`config.mk`:
```
export PLATFORM = sky130hd
export DESIGN_NAME = brc_seq
export DESIGN_NICKNAME = d
export VERILOG_FILES = /design/src/rtl/brc_seq.sv
export SDC_FILE = /design/constraint.sdc
export NUM_CORES = 1
export LEC_CHECK = 0
export ABC_AREA = 1
export ABC_CLOCK_PERIOD_IN_PS = 2100
export CORE_MARGIN = 4
export CORE_UTILIZATION = 25
export CTS_CLUSTER_SIZE = 20
export DETAILED_ROUTE_END_ITERATION = 7
export DONT_BUFFER_PORTS = 1
export GPL_TIMING_DRIVEN = 0
export MAX_ROUTING_LAYER = met4
export SYNTH_ARGS = -nofsm -noshare
export SYNTH_HDL_FRONTEND = slang
export SYNTH_SLANG_ARGS = --single-unit
```
`constraint.sdc`:
```
create_clock -name i_clk -period 2.1 [get_ports i_clk]
set_clock_uncertainty 0.05 [all_clocks]
set_input_delay 0.21 -clock i_clk [delete_from_list [all_inputs] [get_ports i_clk]]
set_output_delay 0.21 -clock i_clk [all_outputs]
set_load 0.005 [all_outputs]
```
`src/rtl/brc_seq.sv`:
```
// brc_seq: multi-cycle branch comparator.
// Scans two operands CHUNK bits per cycle from the MSB and stops at the
// first differing chunk. It returns registered less/equal/taken flags
// through a valid/ready handshake.

module brc_seq #(
  parameter int WIDTH = 32,
  parameter int CHUNK = 8
) (
  input  logic             i_clk,
  input  logic             i_reset,
  input  logic             i_valid,
  output logic             o_ready,
  input  logic [WIDTH-1:0] i_rs1_data,
  input  logic [WIDTH-1:0] i_rs2_data,
  input  logic [2:0]       i_funct3,
  input  logic             i_flush,
  output logic             o_valid,
  input  logic             i_ready,
  output logic             o_br_less,
  output logic             o_br_equal,
  output logic             o_taken,
  output logic             o_busy
);

  localparam int N    = WIDTH / CHUNK;
  localparam int IDXW = (N > 1) ? $clog2(N) : 1;

  typedef enum logic [1:0] {
    IDLE,
    COMPARE,
    DONE
  } state_t;

  state_t           state;
  logic [WIDTH-1:0] a_q;
  logic [WIDTH-1:0] b_q;
  logic [2:0]       funct3_q;
  logic [IDXW-1:0]  idx;

  logic [WIDTH-1:0] a_in;
  logic [WIDTH-1:0] b_in;
  logic [WIDTH-1:0] a_shift;
  logic [WIDTH-1:0] b_shift;
  logic [CHUNK-1:0] a_chunk;
  logic [CHUNK-1:0] b_chunk;
  logic             chunk_less;

  // Branch decision from the compare result; the unused funct3 codes never branch.
  function automatic logic decode_taken(input logic [2:0] f, input logic less,
                                        input logic equal);
    logic t;
    case (f)
      3'b000:         t = equal;
      3'b001:         t = !equal;
      3'b100, 3'b110: t = less;
      3'b101, 3'b111: t = !less;
      default:        t = 1'b0;
    endcase
    return t;
  endfunction

  // Signed compares flip both MSBs so a plain unsigned chunk scan gives signed order.
  always_comb begin
    a_in = i_rs1_data;
    b_in = i_rs2_data;
    if (!i_funct3[1]) begin
      a_in[WIDTH-1] = ~i_rs1_data[WIDTH-1];
      b_in[WIDTH-1] = ~i_rs2_data[WIDTH-1];
    end
  end

  // Pick out the chunk currently being examined.
  always_comb begin
    a_shift    = a_q >> (int'(idx) * CHUNK);
    b_shift    = b_q >> (int'(idx) * CHUNK);
    a_chunk    = a_shift[CHUNK-1:0];
    b_chunk    = b_shift[CHUNK-1:0];
    chunk_less = (a_chunk < b_chunk);
  end

  assign o_ready = (state == IDLE);
  assign o_busy  = (state == COMPARE);

  // Control FSM with registered result flags; flush overrides everything but reset.
  always_ff @(posedge i_clk or negedge i_reset) begin
    if (!i_reset) begin
      state      <= IDLE;
      a_q        <= '0;
      b_q        <= '0;
      funct3_q   <= '0;
      idx        <= '0;
      o_valid    <= 1'b0;
      o_br_less  <= 1'b0;
      o_br_equal <= 1'b0;
      o_taken    <= 1'b0;
    end else if (i_flush) begin
      state      <= IDLE;
      o_valid    <= 1'b0;
      o_br_less  <= 1'b0;
      o_br_equal <= 1'b0;
      o_taken    <= 1'b0;
    end else begin
      case (state)
        IDLE: begin
          if (i_valid) begin
            a_q      <= a_in;
            b_q      <= b_in;
            funct3_q <= i_funct3;
            idx      <= IDXW'(N - 1);
            state    <= COMPARE;
          end
        end
        COMPARE: begin
          if (a_chunk != b_chunk) begin
            o_br_less  <= chunk_less;
            o_br_equal <= 1'b0;
            o_taken    <= decode_taken(funct3_q, chunk_less, 1'b0);
            o_valid    <= 1'b1;
            state      <= DONE;
          end else if (idx == '0) begin
            o_br_less  <= 1'b0;
            o_br_equal <= 1'b1;
            o_taken    <= decode_taken(funct3_q, 1'b0, 1'b1);
            o_valid    <= 1'b1;
            state      <= DONE;
          end else begin
            idx <= idx - 1'b1;
          end
        end
        DONE: begin
          if (i_ready) begin
            o_valid <= 1'b0;
            state   <= IDLE;
          end
        end
        default: state <= IDLE;
      endcase
    end
  end

endmodule

```
==> reports/qor.yml <==
synth:
  synthCells: 456
  ys_warn_count: 0
  synth_top_area_share_pct: 51.9
  synth_area_leaders: "dfrtp_1, nand2_1, o21ai_0, ha_1, a32o_1"
  synth_area_per_cell_um2: 7.93
  async_reset_ff_share_pct: 100
  ys_types: 27
  synth_mux_area_share_pct: 0
  ys.flop_type: "dfrtp_1"
  synth_top_cell_by_area: "dfrtp_1"
  ys_ff_latch: 75
  yosys.area_share.xor_xnor_pct: 0.485
  netlist_area_um2: 3610
  synthSimpleGateAreaFrac_pct: 29.6
  synth_edf_count: 0
  ys_seq_area_share_pct: 51.9
  synth_fa_ha_area_share_pct: 3.12
  syn_nets: 537
  synth_compound_area_share_pct: 9.48
  synth_top_family_by_area: "simple AND/OR/NAND/NOR gates"
timing:
  finalHoldViolCount: 1
  drv_slew: 0
  hold_ws_ns: -0.0681
  worstMarginPinSlew_ns: 0.396
  min_period_ns: 2.24
  fin_ws_ns: -0.144
  period_share_pct: 107
  slew-limit-headroom_pct: 73.6
  setup_viol: 8
  rsz0062_at_grt: "yes"
  max_freq_ghz: 0.446
setup_path:
  r2r_slack_ns: -0.14
  worstPathRequired_ns: 2.31
  reg2reg_to: "idx[0]"
  startpoint_type: "register"
  cp.arrival_ns: 2.46
  cp-end-kind: "register"
  r2r-start: "idx[0]"
  setup.worst_path.class: "reg -> reg"
  reg2reg_depth: 14
  cp_max_fo: 10
clocking:
  cts_tree: "done"
  cts_buffers: 9
  cts.path.max_buffers: 2
  ctsRootBufferMaster: "clkbuf_16"
  ctsHoldBuffers: 68
  clk-insertion-delay-late_ns: 0.34
  path_clk_slew_ns: 0.05
  cts.htree.levels: 3
  clock-sinks: 75
routing:
  drtAntennaViolNets: 0
  drt_first_pass_iters: 4
  wl_per_cell_um: 14.9
  viasPerCell: 4.53
  via_count: 3281
  wl_um: 10800
  drc: 0
  first_iter_violations: 149
global_route:
  grt_antenna_before_repair: 0
  grt_use_met2_pct: 21.1
  grtUsageMet3_pct: 3.33
  busiest_layer: "met2"
  grt-ovfl-total: 0
  grt_pass1_wl_um: 17000
  grt_pass1_vias: 3396
  grt_use_total_pct: 13.7
  grt_max_degree: 76
  met1_usage_pct: 17.8
die:
  die_height_um: 128
  dieWidth_um: 128
  dieArea_um2: 16400
  core_um2: 14000
  rows: 43
  floorplan.initialDensity_pct: 25.7
  ios: 78
run_status:
  outcome: "finished, violations left"
  violations: "negative hold slack, negative setup slack"
finish:
  final_layout_size_suffix_gt1_share_pct: 17.6
  multiInputGateArea_um2: 1800
  layout.nets: 624
  n_fill_cell: 1438
  final_cells: 725
  syn_to_final_growth_pct: 44.4
  antenna_cells: 0
  regArea_um2: 1880
place:
  gp_congestion: 0.837
  dp_cells: 636
  io_buffers: 0
  dp_hpwl_um: 7730
min_path:
  hp-start: "i_flush"
  hp-class: "in -> reg"
  hold_path_depth: 1
  holdPathEnd: "state[1]"
power_and_ir_drop:
  power_density_nw_per_um2: 979
  p_leak_nw: 2.51
  total_power_mw: 5.11
  peakVddDrop_mv: 0.451
job:
  cap_violations: 0
[final cells by class]
class / instances / share of cell area (%)
sequential: 75 / 36.0
multi-input combinational: 341 / 34.4
timing repair buffer: 75 / 14.6
clock buffer: 13 / 4.80
tap: 180 / 4.32
buffer: 23 / 4.17
inverter: 17 / 1.56
timing repair inverter: 1 / 0.168
[worst max-delay path, cell delays in order (launching register included)]
cell      delay [ns]
dfrtp_1         0.35
buf_6           0.18
clkinv_8        0.09
buf_12          0.15
nor2_2          0.10
o22ai_2         0.15
ha_4            0.30
nand2_4         0.05
nor2_4          0.13
nand3_4         0.11
nor3_4          0.17
nand2_2         0.10
nand2_4         0.09
o21ai_1         0.07
o21ai_1         0.07
[per-stage QoR]
step	hold slack, ns	TNS [ns]	utilization, %	setup WS (ns)	cell area (um^2)
6_report	-0.0681	-0.867	37.2	-0.144	5220
4_1_cts	-0.0773	-1.44	35.4	-0.226	4970
2_1_floorplan	-0.136	0	-	0.00286	3620
3_3_place_gp	-0.133	-3.67	27.4	-0.516	3850
3_5_place_dp	-0.133	-3.82	27.4	-0.542	3850
5_1_grt	-0.0790	-1.64	37.2	-0.247	5220
[sequential cells by signal, indices dropped and copies added (netlist names)]
signal and flops:
funct3_q 3, o_taken 1, a_q 32, b_q 32
state 2, o_br_equal 1, o_br_less 1, o_valid 1
idx 2
[cells by family (layout without fill, tap and decap cells)]
group                    Yosys count  count (layout)
AO/OA/AOI/OAI                     57              57
buffers and inverters             40             129
adder cells (fa/ha/maj)            9               9
AND/OR/NAND/NOR                  273             273
XOR/XNOR                           2               2
flip-flops                        75              75
[per-layer routing]
layer,vias to the layer above,wire length [um]
li1,1625,-
met1,1542,4840
met3,14,687
met2,100,5080
met4,0,192
met5,-,0
[placed cells by master (no fill, tap or decap), types with 2 or more instances in the layout]
cell | Yosys | routed
ha_4 | 0 | 5
clkbuf_1 | 7 | 5
dlygate4sd3_1 | 0 | 67
o21ai_4 | 0 | 2
nand3_2 | 2 | 2
clkbuf_16 | 0 | 10
nor2_1 | 21 | 10
buf_8 | 0 | 4
nand2_4 | 0 | 3
o22ai_2 | 0 | 7
nand3_1 | 4 | 3
inv_1 | 14 | 13
o21ai_1 | 1 | 8
nor2_2 | 2 | 11
buf_4 | 3 | 11
xor2_1 | 2 | 2
nor2_4 | 1 | 3
a21oi_1 | 11 | 11
a32o_1 | 8 | 6
dfrtp_1 | 75 | 74
inv_2 | 1 | 2
nand2_1 | 239 | 232
buf_2 | 10 | 6
ha_1 | 9 | 4
o21ai_0 | 26 | 8
nand2_2 | 1 | 5
a32o_2 | 0 | 2
nand4_1 | 2 | 2
buf_6 | 3 | 5
o21ai_2 | 0 | 9
[power breakdown]
| group | internal (mW) | switching, mW | leakage [nW] |
|---|---|---|---|
| clock | 0.812 | 0.541 | 0.122 |
| combinational | 0.836 | 0.993 | 1.46 |
| sequential | 1.72 | 0.209 | 0.936 |
[what timing repair did]
item	4_1_cts	5_1_grt
cloned	2	1
endpoints found under the hold margin	141	1
setup endpoints to repair	8	8
resized for setup	40	63
buffers inserted	5	0
pin swaps	9	12
[worst max-delay path by stage]
stage	to	slack, ns	startpoint
floorplan	o_taken	0.003	idx[1]
CTS	o_taken	-0.23	idx[0]
detailed placement	o_br_less	-0.54	idx[1]
finish	idx[0]	-0.14	idx[0]
global placement	o_br_less	-0.52	idx[1]
global route	idx[0]	-0.25	idx[0]
[cells in the mapped netlist (2+ instances only)]
cell type  count
o22ai_1        8
a32o_1         8
nand4_1        2
nor2_2         2
nand3_2        2
buf_6          3
nand2_1      239
inv_1         14
clkbuf_1       7
buf_2         10
dfrtp_1       75
ha_1           9
buf_4          3
clkinv_1       2
o21ai_0       26
nor2_1        21
a21oi_1       11
nand3_1        4
xor2_1         2
(Power assumes the default switching activity.)
